===== config.mk =====
export PLATFORM = sky130hd
export DESIGN_NAME = seg_scan_capture
export DESIGN_NICKNAME = d
export VERILOG_FILES = /design/src/rtl/seg_scan_capture.sv
export SDC_FILE = /design/constraint.sdc
export NUM_CORES = 1
export LEC_CHECK = 0
export ABC_AREA = 1
export BUFFER_PORTS_ARGS = -buffer_cell sky130_fd_sc_hd__buf_2
export CAP_MARGIN = 10
export CORE_MARGIN = 3
export CORE_UTILIZATION = 30
export DETAILED_ROUTE_END_ITERATION = 8
export HOLD_SLACK_MARGIN = 0.1
export PLACE_DENSITY = 0.51
export SLEW_MARGIN = 20
export SYNTH_ARGS = -nofsm -noshare
export SYNTH_HDL_FRONTEND = slang
export SYNTH_SLANG_ARGS = --single-unit

===== constraint.sdc =====
create_clock -name clk -period 3.2 [get_ports clk]
set_input_delay 0.48 -clock clk [delete_from_list [all_inputs] [get_ports clk]]
set_output_delay 0.48 -clock clk [all_outputs]
set_load 0.02 [all_outputs]

===== src/rtl/seg_scan_capture.sv =====
// seg_scan_capture: receive-side monitor for a six-digit multiplexed
// 7-segment display. Rebuilds the segment and decimal-point words from the
// scanned one-cold enables, reports digits left dark in the last frame,
// latches illegal enable patterns and flags a scan that has stopped.
module seg_scan_capture #(
   parameter int unsigned STABLE_CYCLES  = 4,      // 1..255
   parameter int unsigned TIMEOUT_CYCLES = 65535   // 16-bit
) (
   input  logic        clk,
   input  logic        rst,
   input  logic [5:0]  i_seg_enb,
   input  logic [6:0]  i_seg,
   input  logic        i_seg_dp,
   output logic [41:0] o_six_digit_seg,
   output logic [5:0]  o_six_dp,
   output logic [5:0]  o_dark,
   output logic        o_frame_done,
   output logic        o_enb_err,
   output logic        o_stall
);

   typedef enum logic [1:0] {
      ST_WAIT,
      ST_SETTLE,
      ST_HELD
   } state_t;

   localparam logic [7:0]  STABLE_LIM  = 8'(STABLE_CYCLES);
   localparam logic [15:0] TIMEOUT_LIM = 16'(TIMEOUT_CYCLES);

   // Input sample registers. Segment data is registered alongside the
   // enables so the captured data always belongs to the pattern being judged.
   logic [5:0]  enb_q, enb_prev_q;
   logic [6:0]  seg_q;
   logic        dp_q;

   // Dwell tracking
   state_t      state_q, state_d;
   logic [7:0]  stab_cnt_q, stab_cnt_d;

   // Frame reconstruction
   logic [5:0]  seen_q, seen_d;
   logic [2:0]  last_idx_q, last_idx_d;
   logic [41:0] seg_word_q, seg_word_d;
   logic [5:0]  dp_word_q, dp_word_d;
   logic [5:0]  dark_q, dark_d;
   logic        frame_done_q, frame_done_d;
   logic        enb_err_q, enb_err_d;
   logic [15:0] tmo_cnt_q, tmo_cnt_d;

   // Pattern classification and decode
   logic [2:0]  zero_cnt;
   logic [2:0]  enb_idx;
   logic        is_legal, is_dark, is_illegal;
   logic        changed;
   logic [8:0]  stab_inc;
   logic        capture;
   logic        legal_cap;
   logic        frame_close;

   // Count the zero bits of the registered pattern and locate the selected digit.
   always_comb begin
      // NOTE: every variable written here gets a default first, so no path
      // leaves it unassigned and no latch is inferred.
      zero_cnt = '0;
      enb_idx  = '0;
      for (int k = 0; k < 6; k++) begin
         if (!enb_q[k]) begin
            zero_cnt = zero_cnt + 3'd1;
            enb_idx  = 3'(k);
         end
      end
   end

   assign is_legal   = (zero_cnt == 3'd1);
   assign is_dark    = &enb_q;
   assign is_illegal = !is_legal && !is_dark;
   assign changed    = (enb_q != enb_prev_q);
   assign stab_inc   = {1'b0, stab_cnt_q} + 9'd1;

   // Dwell FSM: a pattern is acted on once, after it has held STABLE_CYCLES.
   always_comb begin
      state_d    = state_q;
      stab_cnt_d = stab_cnt_q;
      capture    = 1'b0;
      unique case (state_q)
         ST_WAIT, ST_HELD: begin
            if (changed) begin
               state_d    = ST_SETTLE;
               stab_cnt_d = 8'd1;
            end
         end
         ST_SETTLE: begin
            if (changed) begin
               stab_cnt_d = 8'd1;
            end else if (stab_inc >= {1'b0, STABLE_LIM}) begin
               stab_cnt_d = STABLE_LIM;
               state_d    = ST_HELD;
               capture    = 1'b1;
            end else begin
               stab_cnt_d = stab_inc[7:0];
            end
         end
         default: begin
            state_d    = ST_WAIT;
            stab_cnt_d = '0;
         end
      endcase
   end

   // A legal capture at or below the previous digit index wraps the scan.
   // Last index resets to 0, so the first digit-0 capture after reset closes
   // an empty frame (all digits reported dark).
   assign legal_cap   = capture && is_legal;
   assign frame_close = legal_cap && (enb_idx <= last_idx_q);

   // Slot writes, seen mask, frame close, error latch and stall timer.
   always_comb begin
      seg_word_d   = seg_word_q;
      dp_word_d    = dp_word_q;
      seen_d       = seen_q;
      last_idx_d   = last_idx_q;
      dark_d       = dark_q;
      frame_done_d = 1'b0;
      enb_err_d    = enb_err_q;
      tmo_cnt_d    = tmo_cnt_q;

      if (legal_cap) begin
         for (int k = 0; k < 6; k++) begin
            if (enb_idx == 3'(k)) begin
               seg_word_d[7*k +: 7] = seg_q;
               dp_word_d[k]         = dp_q;
            end
         end
         last_idx_d = enb_idx;
         tmo_cnt_d  = '0;
         if (frame_close) begin
            dark_d       = ~seen_q;
            frame_done_d = 1'b1;
            seen_d       = 6'd1 << enb_idx;
         end else begin
            seen_d = seen_q | (6'd1 << enb_idx);
         end
      end else if (tmo_cnt_q != TIMEOUT_LIM) begin
         tmo_cnt_d = tmo_cnt_q + 16'd1;
      end

      if (capture && is_illegal) begin
         enb_err_d = 1'b1;
      end
   end

   // State and datapath registers with synchronous reset.
   always_ff @(posedge clk) begin
      // NOTE: sequential state uses non-blocking assignments so every
      // register updates from the values present before the edge.
      if (rst) begin
         enb_q        <= 6'h3F;
         enb_prev_q   <= 6'h3F;
         seg_q        <= '0;
         dp_q         <= 1'b0;
         state_q      <= ST_WAIT;
         stab_cnt_q   <= '0;
         seen_q       <= '0;
         last_idx_q   <= '0;
         seg_word_q   <= '0;
         dp_word_q    <= '0;
         dark_q       <= 6'h3F;
         frame_done_q <= 1'b0;
         enb_err_q    <= 1'b0;
         tmo_cnt_q    <= '0;
      end else begin
         enb_q        <= i_seg_enb;
         enb_prev_q   <= enb_q;
         seg_q        <= i_seg;
         dp_q         <= i_seg_dp;
         state_q      <= state_d;
         stab_cnt_q   <= stab_cnt_d;
         seen_q       <= seen_d;
         last_idx_q   <= last_idx_d;
         seg_word_q   <= seg_word_d;
         dp_word_q    <= dp_word_d;
         dark_q       <= dark_d;
         frame_done_q <= frame_done_d;
         enb_err_q    <= enb_err_d;
         tmo_cnt_q    <= tmo_cnt_d;
      end
   end

   assign o_six_digit_seg = seg_word_q;
   assign o_six_dp        = dp_word_q;
   assign o_dark          = dark_q;
   assign o_frame_done    = frame_done_q;
   assign o_enb_err       = enb_err_q;
   assign o_stall         = (tmo_cnt_q == TIMEOUT_LIM);

endmodule


==> summary.log, run 1 <==
qor: grt.grt_overflow 0
qor: final_layout.layout_commonest_cell dfxtp_1
qor: sta.hold_slack 298 ps
qor: clock_tree.cts.path.max_buffers 2
qor: clock_tree.clk_latency 370 ps
qor: clock_tree.cts_inserted_buffers 9
qor: place.post-dp-hpwl 8410 um
qor: routing.viasPerCell 4.60
qor: final_layout.layout.filler_cells 1,599
qor: final_layout.highest_count_cells_in_the_layout_ignoring_fill_and_taps dfxtp_1 (109), nand2_1 (99), buf_2 (72), nand3_1 (66), a21oi_1 (63)
qor: place.detailed_place.area 5460 um^2
qor: grt.grt_pass1_vias 3,962
qor: clock_tree.cts_num_sinks 111
qor: place.count_of_placed_standard_cells_including_taps 899
qor: synth.syn_area_per_cell 7.69 um^2
qor: final_layout.final_area 6180 um^2
qor: grt.grt_pass1_wl 19,300 um
qor: final_layout.layout.nets 735
qor: sta.finalSetupViolCount 0
qor: sta.layout_min_cycle_time 3190 ps
qor: synth.yosysUniqueCellTypes 31
qor: synth.synth_area_leader dfxtp_1
qor: sta.number_of_hold_slack_violations_in_the_final_timing_report 0
qor: pwr.pwr-share-clk 41.1%
qor: sta.grt_setup_unrepaired true
qor: routing.drt.antenna.violating_nets 0
qor: synth.netlist_instances 616
qor: pwr.power.leakage 2.50 nW
qor: routing.wire_per_inst 13.0 um
qor: synth.yosys_warnings 0
qor: worst_setup_path.setup.worst_path.end_class register
qor: worst_setup_path.worstSetupStartpointType register
qor: sta.max_slew_violation_total_from_the_final_report 0
qor: synth.synth_nets 643
qor: synth.ys_top_cells_by_area dfxtp_1 (47%), nand2_1 (11%), a21oi_1 (7.8%)
qor: pwr.cellPowerDensity 451 nW/um^2
qor: routing.via_count 4,254
qor: pwr.seq_power_share 51.0%
qor: routing.detailed_route_drc_error_count 0
qor: job.maxCapViolCount 0
qor: synth.synth_seq_cells 111
qor: sta.post-route-period-util 99.7%
qor: synth.synthDominantCellAreaShare 46.9%
qor: place.numPortBuffers 72
qor: grt.track_usage 13.7%
qor: sta.fmax 313 MHz
qor: final_layout.final-seq-area 2220 um^2
qor: die.initial_utilization 30.9%
qor: pwr.internal_pwr_total 2.06 mW
qor: grt.pin_count_of_the_biggest_net_entering_global_routing 59
qor: clock_tree.cts_tree yes
qor: sta.slew_at_the_pin_closest_to_its_max_slew_limit 1040 ps
qor: pwr.power.total 2.79 mW
qor: synth.ys_seq_area_share 46.9%
qor: die.top_level_ports 73
qor: die.fp.dieH 132 um
qor: pwr.switching_power 0.734 mW
qor: worst_setup_path.worst_ep_required_time 3430 ps
qor: sta.finalClockSkew 13.3 ps
qor: worst_setup_path.worst-path-max-fanout 8
qor: final_layout.layout.cells.non_filler 924
qor: pwr.peakVddDrop 0.000251 V
qor: die.design.core.area 15,300 um^2
qor: status.status complete, no violations
qor: die.total_die_area 17,300 um^2
qor: routing.finalWirelength 12,000 um
qor: routing.number_of_optimization_iterations_in_the_first_detailed_route_pass 4
qor: worst_hold_path.worstHoldPathType input port to register
qor: pwr.netSwitchingFraction 26.3%
qor: die.placementRows 45
qor: grt.antenna_found_initial 0
qor: clock_tree.cts_root_buf clkbuf_16
qor: pwr.combinationalPowerShare 7.8%
qor: worst_setup_path.timing_worst_setup_path_type register to register
qor: clock_tree.clk_pin_slew 80 ps
qor: clock_tree.cts_htree_levels 3
qor: final_layout.multi_input_gate_area_in_the_final_layout 2550 um^2
qor: synth.netlist_area 4740 um^2
qor: routing.detailedRoute.firstIterationViolations 235
qor: die.die_width 132 um
qor: worst_setup_path.critPathArrivalTime 3420 ps
qor: place.routabilityCongestion 0.774
qor: sta.maxSlewHeadroom 30.3%
qor: final_layout.area_growth 30.6%
qor: final_layout.final_layout_size_suffix_gt1_share 31.0%
qor: final_layout.number_of_antenna_cells_inserted 0
flip-flops by register name (all words and copies together) (netlist names), 2 cells and up:
register / cells
last_idx_q: 3
seen_q: 6
o_six_digit_seg: 42
o_six_dp: 6
seg_q: 7
state_q: 2
enb_q: 6
stab_cnt_q: 8
tmo_cnt_q: 16
enb_prev_q: 6
o_dark: 6
power groups by stage:
| stage | clock network [mW] | registers, mW | logic [mW] |
|---|---|---|---|
| final | 1.15 | 1.42 | 0.218 |
| after global routing | 1.23 | 1.43 | 0.242 |
| after CTS | 1.18 | 1.42 | 0.203 |
| after detailed placement | 0 | 1.46 | 0.187 |
| after global placement | 0 | 1.46 | 0.184 |
| after floorplan | 0 | 1.45 | 0.133 |
routing by layer:
| metal | vias to the layer above | global-route usage, % | share of wire, % |
|---|---|---|---|
| li1 | 2193 | - | - |
| met1 | 1926 | 18.0 | 48 |
| met2 | 105 | 21.1 | 44 |
| met3 | 30 | 3.41 | 4.8 |
| met4 | 0 | 6.65 | 3.2 |
| met5 | - | 0 | 0 |
synthesized netlist by cell type, drive strengths merged:
library cell / n
a21oi: 74
buf: 11
clkbuf: 10
clkinv: 1
dfxtp: 111
ha: 11
inv: 48
nand2: 154
nand3: 75
nand4: 7
nor2: 59
nor3: 11
nor3b: 1
nor4: 1
o21ai: 10
or2: 14
xnor2: 10
xor2: 8
final timing paths:
check | startpoint | to | slack, ps | cells after the start
setup reg to reg | enb_q[0] | o_six_digit_seg[18] | 8 | 23
hold / removal | i_seg_enb[5] | enb_q[5] | 300 | 2
setup / recovery | enb_q[0] | o_six_digit_seg[18] | 8 | 23
hold reg to reg | seen_q[0] | seen_q[0] | 460 | 2
final cells by class:
class | count | area share [%]
multi-input combinational | 436 | 41.3
sequential | 111 | 36.0
timing repair buffer | 101 | 10.4
tap | 211 | 4.27
clock buffer | 10 | 3.86
inverter | 49 | 3.10
clock inverter | 6 | 1.13
logic make-up (layout without fill, tap and decap cells):
| group | count (synthesis) | in the layout | share of synthesized area (%) |
|---|---|---|---|
| AOI/OAI and AO/OA | 84 | 84 | 8.88 |
| xor gates and xnor gates | 18 | 18 | 3.33 |
| adders and majority gates | 11 | 11 | 2.91 |
| buffers and inverters | 70 | 166 | 6.66 |
| DFF | 111 | 111 | 46.9 |
| and+or+nand+nor | 322 | 323 | 31.3 |
through the flow:
stage	setup slack (ps)	util, %	setup TNS (ps)
2_1_floorplan	5.91	-	0
3_3_place_gp	-109	35.7	-4180
3_5_place_dp	-195	35.7	-9160
4_1_cts	-45.3	39.3	-1020
5_1_grt	-129	40.4	-4620
6_report	8.30	40.4	0
repair_timing:
action                                  4_1_cts  5_1_grt
hold buffers                                  0        0
pin swaps                                    16       16
buffers inserted                              6        1
endpoints found under the setup margin       79       79
resized for setup                            41       56
gates cloned                                  2        1
critical path, stage by stage, from the launching register on:
cell and delay (ps):
dfxtp_2 350, inv_2 50, ha_4 270, inv_2 30
nand2_2 60, nand2_2 70, ha_4 210, nand2_2 60
nand2_1 60, ha_1 270, or2_4 240, nand2_4 70
inv_4 40, ha_4 150, nand2_4 70, xor2_2 160
xnor2_2 140, nand2_4 120, nor2_8 120, buf_6 130
buf_12 120, nand2_8 80, nand2_2 130, a21oi_2 50
Power figures use the tool's default switching activity.
==> run 2, diff against run 1 <==
--- a/config.mk
+++ b/config.mk
@@ -12,7 +12,8 @@
 export CORE_UTILIZATION = 30
 export DETAILED_ROUTE_END_ITERATION = 8
 export HOLD_SLACK_MARGIN = 0.1
-export PLACE_DENSITY = 0.51
+export PLACE_DENSITY_LB_ADDON = 0.2
+export RECOVER_POWER = 50
 export SLEW_MARGIN = 20
 export SYNTH_ARGS = -nofsm -noshare
 export SYNTH_HDL_FRONTEND = slang
==> constraint.sdc (replaced) <==
create_clock -name clk -period 3.2 [get_ports clk]
set_input_delay 0.48 -clock clk [delete_from_list [all_inputs] [get_ports clk]]
set_output_delay 0.48 -clock clk [all_outputs]
set_load 0.005 [all_outputs]
==> run 2 against run 1 <==
The flow now finishes with violations (negative setup slack). Maximum frequency is 2.5% lower. Clock power fell by 4%. Hold slack improved by 14 ps. Combinational power up 15%. Largest cell class unchanged. Largest power group unchanged. Highest routed layer unchanged.
==> summary.log, run 2 (synthesized netlist as in run 1, its figures left out) <==
qor: status.status complete, but fails checks
qor: status.violated_checks negative setup slack
qor: worst_setup_path.critical-path-slowest-cell dfxtp_2
qor: routing.detailed_route_drc_error_count 0 [unchanged]
qor: sta.fmax 305 MHz [-2.5%]
qor: worst_setup_path.timing.critical_path.buf_inv 5 [unchanged]
qor: sta.max_slew_violation_total_from_the_final_report 0 [unchanged]
qor: worst_setup_path.reg2reg_from enb_q[1]
qor: clock_tree.cts_inserted_buffers 9 [unchanged]
qor: clock_tree.cts_htree_levels 3 [unchanged]
qor: sta.grt_setup_unrepaired true
qor: job.maxCapViolCount 0 [unchanged]
qor: place.detailed_place.area 5470 um^2 [+0.14%]
qor: die.placementRows 45 [unchanged]
qor: die.fp.dieH 132 um [unchanged]
qor: die.die_width 132 um [unchanged]
qor: final_layout.layout.filler_cells 1,558 [-2.6%]
qor: worst_setup_path.cpPeakStageDelay 350 ps [about the same]
qor: final_layout.largest_reg_flops 42 [unchanged]
qor: routing.detailedRoute.firstIterationViolations 249 [+6.0%]
qor: pwr.power.leakage 2.56 nW [+2.3%]
qor: routing.number_of_optimization_iterations_in_the_first_detailed_route_pass 5 [+1]
qor: clock_tree.cts_num_sinks 111 [unchanged]
qor: worst_setup_path.worst_ep_required_time 3420 ps [about the same]
qor: worst_hold_path.worst_hold_path.endpoint enb_q[3]
qor: sta.finalClockSkew 17.7 ps [+4.38 ps]
qor: worst_setup_path.setup.worst_path.end_class register
qor: sta.number_of_hold_slack_violations_in_the_final_timing_report 0 [unchanged]
qor: place.numPortBuffers 72 [unchanged]
qor: sta.slew_at_the_pin_closest_to_its_max_slew_limit 1150 ps [+103 ps]
qor: final_layout.layout_commonest_cell dfxtp_1
qor: worst_hold_path.holdCritStartpoint i_seg_enb[3]
qor: sta.setup_tns -2540 ps [-2540 ps]
qor: clock_tree.cts_root_buf clkbuf_16
qor: sta.post-route-worst-setup-slack -75.2 ps [-83.5 ps]
qor: sta.finalSetupViolCount 62 [+62]
qor: place.routabilityCongestion 0.794 [+2.7%]
qor: place.post-dp-hpwl 8540 um [+1.5%]
qor: pwr.peakVddDrop 0.000234 V [-6.7%]
qor: worst_setup_path.timing_worst_setup_path_type register to register
qor: routing.finalWirelength 12,300 um [+2.5%]
qor: routing.drt.antenna.violating_nets 0 [unchanged]
qor: sta.maxSlewHeadroom 23.4% [-6.9 points]
qor: clock_tree.clk_pin_slew 80 ps [about the same]
qor: clock_tree.cts_tree yes
qor: worst_hold_path.worstHoldPathType input port to register
qor: worst_hold_path.worstHoldPathCells 2 [unchanged]
qor: worst_setup_path.critPathArrivalTime 3500 ps [+80 ps]
qor: die.initial_utilization 30.9% [unchanged]
qor: final_layout.layout.nets 750 [+2.0%]
qor: final_layout.final_layout_size_suffix_gt1_share 36.0% [+5.0 points]
qor: worst_setup_path.worst-path-max-fanout 8 [unchanged]
qor: clock_tree.ctsHoldBuffers 0 [unchanged]
qor: pwr.cellPowerDensity 422 nW/um^2 [-6.4%]
qor: grt.grt_overflow 0 [unchanged]
qor: clock_tree.cts.path.max_buffers 2 [unchanged]
qor: final_layout.final-seq-area 2220 um^2 [unchanged]
qor: grt.grt_pass1_vias 4,183 [+5.6%]
qor: die.top_level_ports 73 [unchanged]
qor: pwr.power.total 2.77 mW [-0.66%]
qor: clock_tree.clk_latency 360 ps [about the same]
qor: sta.layout_min_cycle_time 3280 ps [+83.5 ps]
qor: final_layout.multi_input_gate_area_in_the_final_layout 2710 um^2 [+6.3%]
qor: sta.hold_slack 313 ps [+14.3 ps]
qor: final_layout.final_area 6560 um^2 [+6.1%]
qor: worst_setup_path.r2r-end o_six_digit_seg[21]
qor: worst_setup_path.worstRegToRegCells 23 [unchanged]
qor: die.total_die_area 17,300 um^2 [unchanged]
qor: worst_setup_path.cp_cell_sequence inv_2 -> ha_4 -> inv_2 -> nand2_2 -> nand2_2 -> ha_4 -> nand2_2 -> nand2_1 -> ha_1 -> or2_4 -> nand2_4 -> inv_2 -> ha_4 -> nand2_2 -> xor2_1 -> xnor2_1 -> nand2_4 -> nor2_8 -> buf_12 -> buf_8 -> nand2_8 -> nand2_2 -> a21oi_1
qor: sta.post-route-period-util 102% [+2.6 points]
qor: routing.viasPerCell 4.61 [about the same]
qor: die.design.core.area 15,300 um^2 [unchanged]
qor: routing.wire_per_inst 13.1 um [+0.94%]
qor: grt.grt_pass1_wl 20,300 um [+5.4%]
qor: worst_setup_path.worstSetupStartpointType register
qor: final_layout.highest_count_cells_in_the_layout_ignoring_fill_and_taps dfxtp_1 (109), nand2_1 (82), nand2_2 (58), nand3_1 (57)
qor: worst_setup_path.r2r_slack -80 ps [-80 ps]
qor: final_layout.area_growth 38.6%
qor: routing.via_count 4,321 [+1.6%]
qor: grt.antenna_found_initial 0 [unchanged]
qor: worst_setup_path.crit_top_cell nand2_2
qor: final_layout.number_of_antenna_cells_inserted 0 [unchanged]
qor: worst_setup_path.critPathTopFamily simple AND/OR/NAND/NOR gates
qor: grt.track_usage 14.3% [+0.55 points]
qor: grt.pin_count_of_the_biggest_net_entering_global_routing 60 [+1.7%]
[run 2: changes by cell type in the layout (fill, tap and decap cells not counted), sizes merged]
cell / previous run / this run
clkbuf: 10 / 25
clkinvlp: 0 / 1
nor2: 59 / 60
nand2: 155 / 154
buf: 101 / 99
[run 2: worst register-to-register path, stage by stage, from the launching register on]
cell and delay (ps):
dfxtp_2 350, inv_2 50, ha_4 270, inv_2 30
nand2_2 60, nand2_2 70, ha_4 210, nand2_2 60
nand2_1 50, ha_1 270, or2_4 240, nand2_4 80
inv_2 40, ha_4 140, nand2_2 60, xor2_1 180
xnor2_1 190, nand2_4 140, nor2_8 150, buf_12 130
buf_8 130, nand2_8 80, nand2_2 110, a21oi_1 60
[run 2: worst max path at each step]
stage / from / end / depth (start not counted)
floorplan: enb_q[1] / o_dark[0] / 22
global placement: enb_q[0] / o_six_dp[2] / 22
detailed placement: enb_q[1] / o_six_digit_seg[13] / 22
CTS: enb_q[1] / o_six_digit_seg[22] / 23
global route: enb_q[1] / o_six_dp[3] / 23
finish: enb_q[1] / o_six_digit_seg[21] / 23
[run 2: per-stage QoR]
step	utilization [%]	cells	setup WS, ps
3_3_place_gp	35.7	900	-117
5_1_grt	42.9	938	-266
4_1_cts	41.9	938	-122
3_5_place_dp	35.7	900	-224
2_1_floorplan	-	616	5.91
6_report	42.9	938	-75.2
[run 2: final cells by class]
type	count	share of cell area [%]
tap	211	4.02
inverter	49	2.88
multi-input combinational	436	41.3
clock buffer	9	3.43
clock inverter	6	0.972
sequential	111	33.9
timing repair buffer	115	13.3
timing repair inverter	1	0.133
[run 2: repair_timing]
action / 4_1_cts / 5_1_grt
gates cloned: 7 / 0
buffers inserted: 16 / 2
pin swaps: 42 / 19
endpoints found under the setup margin: 79 / 81
gates resized for setup: 96 / 52
[run 2: metal layers]
layer / routed length (um) / track usage, % / vias up
met4: 216 / 5.72 / 0
met2: 5710 / 22.6 / 88
met1: 5870 / 18.8 / 2003
met5: 0 / 0 / -
met3: 496 / 3.18 / 14
li1: - / - / 2216
[run 2: power breakdown]
group / switching (mW) / internal (mW) / total, mW
Sequential: 0.0276 / 1.40 / 1.43
Clock: 0.549 / 0.548 / 1.10
Combinational: 0.149 / 0.101 / 0.250
Total: 0.726 / 2.05 / 2.77
